File: src/rtl/serial_bit_tx.sv
// Parallel-in, serial-out bit transmitter: shifts a WIDTH-bit word out on D, one bit
// per Clk cycle, qualified by Frame, with a Done pulse on the last bit of each word.
module serial_bit_tx #(
    parameter int WIDTH      = 8,
    parameter bit MSB_FIRST  = 1'b1,
    parameter bit IDLE_LEVEL = 1'b0
) (
    input  logic             Clk,
    input  logic             Reset,
    input  logic [WIDTH-1:0] Load_data,
    input  logic             Load_valid,
    output logic             Load_ready,
    output logic             D,
    output logic             Frame,
    output logic             Done,
    output logic             Dbg_state
);

    localparam int CW = $clog2(WIDTH);
    localparam logic [CW-1:0] LAST = CW'(WIDTH - 1);

    typedef enum logic {
        IDLE  = 1'b0,
        SHIFT = 1'b1
    } state_t;

    state_t           state, state_n;
    logic [CW-1:0]    cnt, cnt_n;
    logic [WIDTH-1:0] shreg, shreg_n;
    logic             d_n, frame_n, done_n;
    logic             last, accept;

    // Handshake: a word transfers on a rising edge where Load_valid && Load_ready.
    // Load_ready depends only on registered state, so the source may hold Load_valid
    // and Load_data until the transfer; nothing is sampled while Load_ready is low.
    always_comb begin
        last       = (state == SHIFT) && (cnt == LAST);
        Load_ready = (state == IDLE) || last;
        accept     = Load_valid && Load_ready;

        state_n = state;
        cnt_n   = cnt;
        shreg_n = shreg;
        d_n     = D;
        frame_n = Frame;

        if (accept) begin
            state_n = SHIFT;
            cnt_n   = '0;
            frame_n = 1'b1;
            if (MSB_FIRST) begin
                d_n     = Load_data[WIDTH-1];
                shreg_n = Load_data << 1;
            end else begin
                d_n     = Load_data[0];
                shreg_n = Load_data >> 1;
            end
        end else if (last) begin
            state_n = IDLE;
            cnt_n   = '0;
            shreg_n = '0;
            d_n     = IDLE_LEVEL;
            frame_n = 1'b0;
        end else if (state == SHIFT) begin
            // shreg holds only the bits not yet placed on D
            cnt_n = cnt + 1'b1;
            if (MSB_FIRST) begin
                d_n     = shreg[WIDTH-1];
                shreg_n = shreg << 1;
            end else begin
                d_n     = shreg[0];
                shreg_n = shreg >> 1;
            end
        end

        done_n = frame_n && (cnt_n == LAST);
    end

    always_ff @(posedge Clk) begin
        if (Reset) begin
            state <= IDLE;
            cnt   <= '0;
            shreg <= '0;
            D     <= IDLE_LEVEL;
            Frame <= 1'b0;
            Done  <= 1'b0;
        end else begin
            state <= state_n;
            cnt   <= cnt_n;
            shreg <= shreg_n;
            D     <= d_n;
            Frame <= frame_n;
            Done  <= done_n;
        end
    end

    assign Dbg_state = state;

endmodule

File: config.mk
export PLATFORM = sky130hd
export DESIGN_NAME = serial_bit_tx
export DESIGN_NICKNAME = d
export VERILOG_FILES = /design/src/rtl/serial_bit_tx.sv
export SDC_FILE = /design/constraint.sdc
export NUM_CORES = 1
export LEC_CHECK = 0
export CAP_MARGIN = 20
export CELL_PAD_IN_SITES_DETAIL_PLACEMENT = 0
export CELL_PAD_IN_SITES_GLOBAL_PLACEMENT = 1
export CORE_MARGIN = 8
export CORE_UTILIZATION = 38
export CTS_CLUSTER_DIAMETER = 120
export CTS_CLUSTER_SIZE = 25
export DETAILED_ROUTE_END_ITERATION = 8
export PLACE_DENSITY_LB_ADDON = 0.1
export SYNTH_ARGS = -nofsm -noshare
export SYNTH_HDL_FRONTEND = slang
export SYNTH_SLANG_ARGS = --single-unit
File: constraint.sdc
create_clock -name Clk -period 2.6 [get_ports Clk]
set_clock_uncertainty 0.2 [all_clocks]
set_input_delay 0.52 -clock Clk [delete_from_list [all_inputs] [get_ports Clk]]
set_output_delay 0.52 -clock Clk [all_outputs]
set_load 0.02 [all_outputs]
Word-level counts from Yosys, hierarchy flattened:

Cells that the tools add are included.
W data, S select, Z words.

* register bits after elaboration: 14
* output and inout bits: 5

* add/sub/neg operators: 1
* equality and inequality tests: 2
* muxes and demuxes: 13
* bitwise operators: 1
* reduce and logical (&&, ||, !) cells: 6

Operators with widths (number)
* $mux W8: 3
* $mux W3: 3
* $mux W1: 7
* $eq A3 B3 Y1 const B: 2
* $add A3 B1 Y3 const B: 1
* $logic_and A1 B1 Y1: 3
* $reduce_bool A3 Y1: 1
* $reduce_bool A2 Y1: 1
* $logic_or A1 B1 Y1: 1
* $not A1 Y1: 1

Depth between registers and ports, before layout:

* depth after elaboration: 7
* depth in mapped cells: 6

Least setup slack after synthesis:

Ideal clock, no wire load.

* kind: reg2out
* start point: register cnt[0]
* end point: output Load_ready
* data arrival time: 1062 ps
* data required time: 1880 ps
* path slack: 818 ps
* stages on the path, launching flop included: 6
* path buffers: 1
* cells stage by stage: dfxtp_1 ha_1 ha_1 nor2b_1 buf_4 inv_2

* cells in the longest elaborated chain, start to end: 3

RTL lines
* from (decl): RTL line 28 `logic [CW-1:0] cnt, cnt_n;`
* from (signal assigned): RTL line 89 `cnt <= cnt_n;`
* $eq A3 B3 Y1: RTL line 37 `last = (state == SHIFT) && (cnt == LAST);`
* $logic_and A1 B1 Y1: RTL line 37
* $logic_or A1 B1 Y1: RTL line 38 `Load_ready = (state == IDLE) || last;`
* to (decl): RTL line 12 `output logic Load_ready,`

No other way between the ends.

Worst setup path after layout:

Ends and elaborated chain as after synthesis.

==> flow_summary.ini <==
[detailed_routing]
postRouteAntennaNets = 0
drt_iter0_drc = 37
met1_length_um = 739
first_pass_iters = 4
num_vias = 612
routedWlPerCell_um = 13.9
routed_wl_mm = 1.62
drc = 0
wl_met3_um = 118
maxUsedRoutingLayer = met4
vias_per_cell = 5.28
wl_met2_um = 713

[timing]
drv_slew = 0
tightest_slew_ns = 0.361
hold_viol = 0
hold_ws_ns = 0.300
relSlewSlack = 0.760
setup_viol = 0
fmax_mhz = 406
layout_setup_ws_ns = 0.135
timing.final.crit_share = 0.948
grt_setup_unrepaired = false
finalSetupTns_ns = 0
min_period_ns = 2.47

[final_layout]
nets = 106
final_area_um2 = 895
num_antenna_cells = 0
final_common_cell = clkdlybuf4s50_1
seq_area_um2 = 280
drive_above_1_share = 0.154
syn2layout_area_growth_pct = 28.1
nFillCells = 179
multiInputGateArea_um2 = 373
final_core_util = 0.518
layout_common_cells = 15 x clkdlybuf4s50_1, 14 x dfxtp_1, 13 x nor2_1

[worst_setup_path]
cp-start-kind = flip-flop
cp_data_required_time_ns = 1.88
cp.arrival_ns = 1.75
cp_max_fo = 6
setup.worst_path.end_class = output pin
worstSetupPathType = flip-flop to output pin

[yosys]
yosysSeqAreaShare = 0.401
yosysUniqueCellTypes = 24
synth_ff_type = dfxtp_1
async_flop_share = 0
syn_area_um2 = 698
yosys_warnings = 0
avgSynthCellArea_um2 = 9.31
syn_nets = 88
synth_edf_count = 0
synth_seq_cells = 14
syn_inst = 75

[clocking]
root_buffer = clkbuf_4
cts_num_sinks = 14
cts_hold_buffers = 0
cts.clk_slew.worst_paths_ns = 0.09
clk_latency_ns = 0.28
htree_levels = 1
tritoncts = done
cts.path.max_buffers = 2
cts_setup_buffers = 0
numCtsBuffers = 3

[placement]
dp_hpwl_mm = 1.10
dpl_cell_area_um2 = 867
io_buffers = 15
gp_congestion = 0.697
place_ws_ns = 0.360

[floorplanning]
core_um2 = 1730
dieArea_um2 = 3470
num_rows = 15
die-width_um = 58.9
initial_core_util = 0.404
ioPinCount = 16
die_y_um = 58.9

[power]
peakVddDrop_v = 0.000206
p_leak_nw = 0.353
powerDensity_nw_per_um2 = 511

[global_route]
grt_pass1_wl_mm = 2.88
grt_usage = 0.107
grt_max_degree = 13
antenna_found_initial = 0
overflow = 0
grt_pass1_vias = 638

[status]
status = finished, final reports clean

[hold_path]
hp-class = flip-flop to flip-flop

[job]
cap_violations = 0
## worst max-delay path: stages, from the launching register on
cell,delay (ns)
dfxtp_1,0.36
ha_1,0.16
ha_2,0.24
nor2b_2,0.07
inv_2,0.04
clkdlybuf4s50_1,0.59
## cell usage after synthesis, types with 2 or more instances
| cell | count | area share |
|---|---|---|
| nor2_1 | 13 | 0.070 |
| a222oi_1 | 7 | 0.10 |
| dfxtp_1 | 14 | 0.40 |
| or2b_1 | 2 | 0.021 |
| o32a_1 | 2 | 0.029 |
| buf_4 | 2 | 0.021 |
| nor2b_1 | 2 | 0.018 |
| nor3_1 | 7 | 0.050 |
| nand2_1 | 3 | 0.016 |
| nand2b_1 | 6 | 0.054 |
| ha_1 | 2 | 0.036 |
| inv_2 | 3 | 0.016 |
## cell families after synthesis
group | synth area share
DFF | 0.401
buffers and inverters | 0.0717
AOI/OAI and AO/OA | 0.199
adders and majority gates | 0.0358
muxes | 0.0161
and+or+nand+nor | 0.276
## path summary, 6_finish.rpt
path	slack [ns]	end	depth (start not counted)	startpoint
worst max register to register	0.82	Done	5	cnt[0]
worst min register to register	0.30	shreg[6]	2	shreg[6]
worst min-delay path	0.30	shreg[6]	2	shreg[6]
worst max-delay path	0.13	Load_ready	5	cnt[0]
## flip-flops by register name, indices dropped and copies added, names as in the netlist
register,flops
D,1
Dbg_state,1
Done,1
Frame,1
cnt,3
shreg,7
## power breakdown
group | internal [W] | switching, W | total [W]
Sequential | 0.000228 | 0.00000912 | 0.000237
Clock | 0.0000538 | 0.0000757 | 0.000130
Combinational | 0.0000477 | 0.0000430 | 0.0000907
## repair_timing
item                       CTS  global route
resized for setup            0             2
hold endpoints to repair     0             0
setup endpoints to repair    0             1
## metal layers
layer,vias to the layer above,GRT usage
li1,304,-
met1,282,0.121
met2,21,0.165
met3,5,0.0370
met4,0,0.0717
met5,-,0
## per-stage QoR
step | cells | total power (W)
after global routing | 116 | 0.000479
final | 116 | 0.000457
after floorplan | 75 | 0.000296
after CTS | 116 | 0.000455
after global placement | 113 | 0.000332
after detailed placement | 113 | 0.000332
## final cells by class
cell class                 count  share of cell area
sequential                    14               0.313
multi-input combinational     52               0.417
clock buffer                   3              0.0252
tap                           25              0.0350
inverter                       4              0.0168
timing repair buffer          18               0.193
No activity file was read; power rests on OpenSTA's default activity.
